[src/rtl/sens_pat_gen.sv]
// Multi-lane raster pattern generator: h/v timing, blanking flags, selectable
// test patterns and a completed-frame counter, all outputs registered.
//
// state | meaning
// IDLE  | counters parked at 0, idle outputs, waiting for en
// RUN   | raster counters advancing; en/mode/fix_val only sampled at frame end
module sens_pat_gen #(
  parameter int LANES  = 4,
  parameter int PIX_W  = 14,
  parameter int H_ACT  = 480,
  parameter int H_BLK  = 64,
  parameter int V_ACT  = 1080,
  parameter int V_BLK  = 20,
  parameter int CHK_SH = 3
) (
  input  logic                        clk_sens,
  input  logic                        xreset,
  input  logic                        en,
  input  logic [1:0]                  mode,
  input  logic [PIX_W-1:0]            fix_val,
  output logic                        sens_h_start,
  output logic                        sens_v_start,
  output logic                        sens_h_blank,
  output logic                        sens_v_blank,
  output logic [LANES-1:0][PIX_W-1:0] sens_pix_data,
  output logic [15:0]                 frame_cnt
);

  localparam int H_TOT = H_ACT + H_BLK;
  localparam int V_TOT = V_ACT + V_BLK;
  localparam int HW    = (H_TOT > 1) ? $clog2(H_TOT) : 1;
  localparam int VW    = (V_TOT > 1) ? $clog2(V_TOT) : 1;
  localparam int HVW   = (HW > VW) ? HW : VW;
  localparam int XW    = (HVW > CHK_SH) ? HVW : CHK_SH + 1;
  localparam int AW    = (PIX_W > 32) ? PIX_W : 32;

  localparam logic [HW-1:0] H_LAST  = HW'(H_TOT - 1);
  localparam logic [VW-1:0] V_LAST  = VW'(V_TOT - 1);
  localparam logic [HW-1:0] H_ACT_W = HW'(H_ACT);
  localparam logic [VW-1:0] V_ACT_W = VW'(V_ACT);

  typedef enum logic [0:0] {
    ST_IDLE = 1'b0,
    ST_RUN  = 1'b1
  } state_t;

  state_t                       state;
  logic   [HW-1:0]              h_cnt;
  logic   [VW-1:0]              v_cnt;
  logic   [1:0]                 mode_q;
  logic   [PIX_W-1:0]           fix_q;

  logic                         act_h;
  logic                         act_v;
  logic   [XW-1:0]              hv_xor;
  logic                         chk;
  logic   [AW-1:0]              x_val;
  logic   [AW-1:0]              y_val;
  logic   [LANES-1:0][PIX_W-1:0] pix_nxt;

  // Pattern decode from the current counter state; registered below.
  always_comb begin
    act_h   = (h_cnt < H_ACT_W);
    act_v   = (v_cnt < V_ACT_W);
    hv_xor  = XW'(h_cnt) ^ XW'(v_cnt);
    chk     = hv_xor[CHK_SH];
    y_val   = AW'(v_cnt) + AW'(frame_cnt);
    x_val   = '0;
    pix_nxt = '0;
    for (int l = 0; l < LANES; l++) begin
      x_val = AW'(h_cnt) * AW'(LANES) + AW'(l);
      case (mode_q)
        2'd0:    pix_nxt[l] = fix_q;
        2'd1:    pix_nxt[l] = x_val[PIX_W-1:0];
        2'd2:    pix_nxt[l] = y_val[PIX_W-1:0];
        default: pix_nxt[l] = chk ? {PIX_W{1'b1}} : {PIX_W{1'b0}};
      endcase
      if (!(act_h && act_v)) pix_nxt[l] = '0;
    end
  end

  always_ff @(posedge clk_sens or negedge xreset) begin
    if (!xreset) begin
      state         <= ST_IDLE;
      h_cnt         <= '0;
      v_cnt         <= '0;
      mode_q        <= 2'd0;
      fix_q         <= '0;
      frame_cnt     <= '0;
      sens_h_start  <= 1'b0;
      sens_v_start  <= 1'b0;
      sens_h_blank  <= 1'b1;
      sens_v_blank  <= 1'b1;
      sens_pix_data <= '0;
    end else begin
      case (state)
        ST_IDLE: begin
          sens_h_start  <= 1'b0;
          sens_v_start  <= 1'b0;
          sens_h_blank  <= 1'b1;
          sens_v_blank  <= 1'b1;
          sens_pix_data <= '0;
          if (en) begin
            state  <= ST_RUN;
            h_cnt  <= '0;
            v_cnt  <= '0;
            mode_q <= mode;
            fix_q  <= fix_val;
          end
        end
        ST_RUN: begin
          sens_h_start  <= (h_cnt == '0) && act_v;
          sens_v_start  <= (h_cnt == '0) && (v_cnt == '0);
          sens_h_blank  <= !act_h;
          sens_v_blank  <= !act_v;
          sens_pix_data <= pix_nxt;
          if (h_cnt == H_LAST) begin
            h_cnt <= '0;
            if (v_cnt == V_LAST) begin
              // Frame boundary: the only point where en/mode/fix_val matter.
              v_cnt     <= '0;
              frame_cnt <= frame_cnt + 16'd1;
              if (en) begin
                mode_q <= mode;
                fix_q  <= fix_val;
              end else begin
                state <= ST_IDLE;
              end
            end else begin
              v_cnt <= v_cnt + VW'(1);
            end
          end else begin
            h_cnt <= h_cnt + HW'(1);
          end
        end
        default: state <= ST_IDLE;
      endcase
    end
  end

endmodule

[config.mk]
export PLATFORM = sky130hd
export DESIGN_NAME = sens_pat_gen
export DESIGN_NICKNAME = d
export VERILOG_FILES = /design/src/rtl/sens_pat_gen.sv
export SDC_FILE = /design/constraint.sdc
export NUM_CORES = 1
export LEC_CHECK = 0
export BUFFER_PORTS_ARGS = -buffer_cell sky130_fd_sc_hd__buf_2
export CAP_MARGIN = 20
export CORE_MARGIN = 4
export CORE_UTILIZATION = 42
export CTS_CLUSTER_SIZE = 10
export DETAILED_ROUTE_END_ITERATION = 8
export SKIP_CTS_REPAIR_TIMING = 1
export SYNTH_ARGS = -nofsm -noshare
export SYNTH_HDL_FRONTEND = slang
export SYNTH_SLANG_ARGS = --single-unit
[constraint.sdc]
create_clock -name clk_sens -period 3.01 [get_ports clk_sens]
set_input_delay 0.1505 -clock clk_sens [delete_from_list [all_inputs] [get_ports clk_sens]]
set_output_delay 0.1505 -clock clk_sens [all_outputs]
set_load 0.02 [all_outputs]
==> impl_metrics.toml <==
[detailed_routing]
final_antenna_net_count = 0
wl_met3_um = 853
drt_iter0_markers = 302
first_pass_iters = 5
m1WireLength_um = 5020
viasPerCell = 5.52
drc = 0
dr.max_layer_used = "met4"
wl_met2_um = 5130
vias = 3709
wl_um = 11300
wl_per_cell_um = 16.8

[logic_synthesis]
ys_seq_area_frac = 0.413
yosys_most_used_dff = "dfrtp_1"
synth.avg_cell_area_um2 = 9.44
synth_top_area_share = 0.401
syn_inst = 476
netlist_area_um2 = 4490
yosys_warnings = 0
synthesis.nets = 512
synth_edf_count = 0
netlist_top_cells_area = "dfrtp_1, buf_4, ha_1, mux2_2, o21ai_0"
synth-seq-cells = 74
synth_top_area_cell = "dfrtp_1"
synth_cell_types = 67
async_flop_share = 1.00

[setup_path]
setup.worst_path.start_class = "flop"
critPathTopFamily = "simple AND/OR/NAND/NOR gates"
r2r_start = "frame_cnt[0]"
r2r_cells = 8
path_max_fanout = 7
cp.depth = 8
cp.arrival_ns = 2.77
path_buf_inv = 1
crit_slowest_cell = "or4b_2"
critPathLaunch = "frame_cnt[0]"
cp-end-kind = "flop"
path_cells = "ha_1, inv_1, fa_1, nor2b_1, o2111ai_1, a31oi_1, or4b_2, and3_1"
critical_path_class = "flop to flop"
critPathMaxStageDelay_ns = 0.64
cp_data_required_time_ns = 3.27

[global_routing]
grt_overflow = 0
grt_pass1_vias = 3606
grt_first_pass_wirelength_um = 18700
grt_max_degree = 75
antenna_found_initial = 0
grt_usage = 0.186

[outcome]
violations = "hold timing"
status = "finished, violations left"

[timing]
fin_skew_ns = 0.00839
maxSlewHeadroom = 0.373
timing.hold.ws_ns = -0.0789
fin_crit_ns = 2.51
tns_ns = 0
period_share = 0.833
worst_slack_ns = 0.502
fmax_mhz = 399
hold_viol = 72
setup_viol = 0
rsz0062_at_grt = "false"
worstMarginPinSlew_ns = 0.941
slew_violations = 0

[place]
io_buffer_count = 94
place_ws_ns = 0.587
gp_congestion = 0.875
dp_cells = 654
dp_hpwl_um = 8300

[finish]
final_cell_count_no_fill = 672
drive_above_1_share = 0.272
diodes = 0
nNetsFinal = 567
synthToLayoutAreaGrowth_pct = 10.8

[clock_tree]
htreeDepth = 3
cts.clk_slew.worst_paths_ns = 0.09
cts_inserted_buffers = 9
cts_root_buffer = "clkbuf_8"
clockBufferDepth = 2
cts_tree = "done"
clock_latency_ns = 0.37
cts_sinks = 74

[floorplan]
start_util = 0.433
pin_count = 95
core_um2 = 10400
dieHeight_um = 111
row_count = 37
die_x_um = 111
dieArea_um2 = 12400

[min_path]
hp-class = "input port to async pin"

[power]
leakage_nw = 2.53
cellPowerDensity_nw_per_um2 = 358
vdd_drop_max_mv = 0.200
power.total_w = 0.00178

[flow_run]
cap_violations = 0
[cell type report]
class / count / area [um2]
clock buffers: 9 / 124
clock inverters: 7 / 61.3
fillers: 1007 / 5390
inverters: 20 / 75.1
multi-input cells: 325 / 2160
flip-flops and latches: 74 / 1850
well taps: 136 / 170
repair buffers: 101 / 531
[Yosys cell counts (4+ instances only)]
cell / count
nor3_1: 13
o21ai_0: 34
nor4_1: 8
dfrtp_1: 72
nor2_1: 27
nor2b_1: 5
a21o_1: 8
a31oi_1: 10
xnor2_1: 8
xor2_1: 12
nand3_1: 21
clkbuf_1: 8
nand4_1: 8
buf_2: 4
buf_4: 40
o21a_1: 4
nand2_1: 34
and3_1: 5
mux2_2: 16
or3_1: 7
buf_6: 4
ha_1: 16
a21oi_1: 32
inv_1: 18
[placed cells by master, fill, tap and decap left out, drive strengths merged, types with 3 or more instances in the layout]
master and n:
buf 99, dfrtp 72, o21ai 35, nand2 34, a21oi 32, nor2 28, nand3 22, inv 22
mux2 17, ha 16, nor3 13, xor2 12, a31oi 10, clkbuf 9, nor4 9, a21o 8
nand4 8, xnor2 8, or3 8, and3 6, nor2b 5, o21a 4, o31ai 4, o211ai 3
nand3b 3, mux2i 3, clkinv 3
[power by group]
part / leakage (nW) / total (W) / switching, W / internal (W)
Sequential: 0.965 / 0.000993 / 0 / 0.000993
Clock: 0.0884 / 0.000752 / 0.000439 / 0.000313
Combinational: 1.47 / 0.0000353 / 0.0000249 / 0.0000105
[worst reg2reg max path: stages (launching register included)]
cell and delay (ns):
dfrtp_1 0.48, ha_1 0.26, inv_1 0.07, fa_1 0.21, nor2b_1 0.09, o2111ai_1 0.31, a31oi_1 0.16, or4b_2 0.64
and3_1 0.18
[path summary, 6_finish.rpt]
kind | endpoint | slack, ns
worst max-delay path | sens_pix_data[54] | 0.50
worst min-delay path | frame_cnt[11] | -0.08
worst max register to register | sens_pix_data[54] | 0.50
worst min register to register | frame_cnt[15] | 0.47
max in group asynchronous | sens_pix_data[46] | 2.48
min in group clk_sens | fix_q[1] | 0
[through the flow]
step / area, um2 / util
detailed placement: 4770 / 0.460
global placement: 4770 / 0.460
CTS: 4960 / 0.478
finish: 4980 / 0.480
floorplan: 4490 / -
global route: 4980 / 0.480
[registers in the layout (all words and copies together) (netlist names)]
signal / count
fix_q: 14
v_cnt: 11
sens_h_start: 1
sens_h_blank: 1
state: 1
frame_cnt: 16
sens_pix_data: 16
mode_q: 2
sens_v_blank: 1
sens_v_start: 1
h_cnt: 10
[layer usage]
| layer | GRT usage | up-vias |
|---|---|---|
| li1 | - | 1793 |
| met1 | 0.254 | 1749 |
| met2 | 0.285 | 143 |
| met3 | 0.0495 | 24 |
| met4 | 0.0714 | 0 |
| met5 | 0 | - |
[kinds of logic (layout without fill, tap and decap cells)]
logic type,after synthesis,count (layout),synth area share
AO/OA/AOI/OAI,118,118,0.164
XOR/XNOR,20,20,0.0390
adder cells (fa/ha/maj),17,17,0.0490
buffers and inverters,77,137,0.106
flip-flops,74,74,0.413
multiplexers,20,20,0.0493
AND/OR/NAND/NOR,150,150,0.180
No activity file was read; power rests on OpenSTA's default activity.
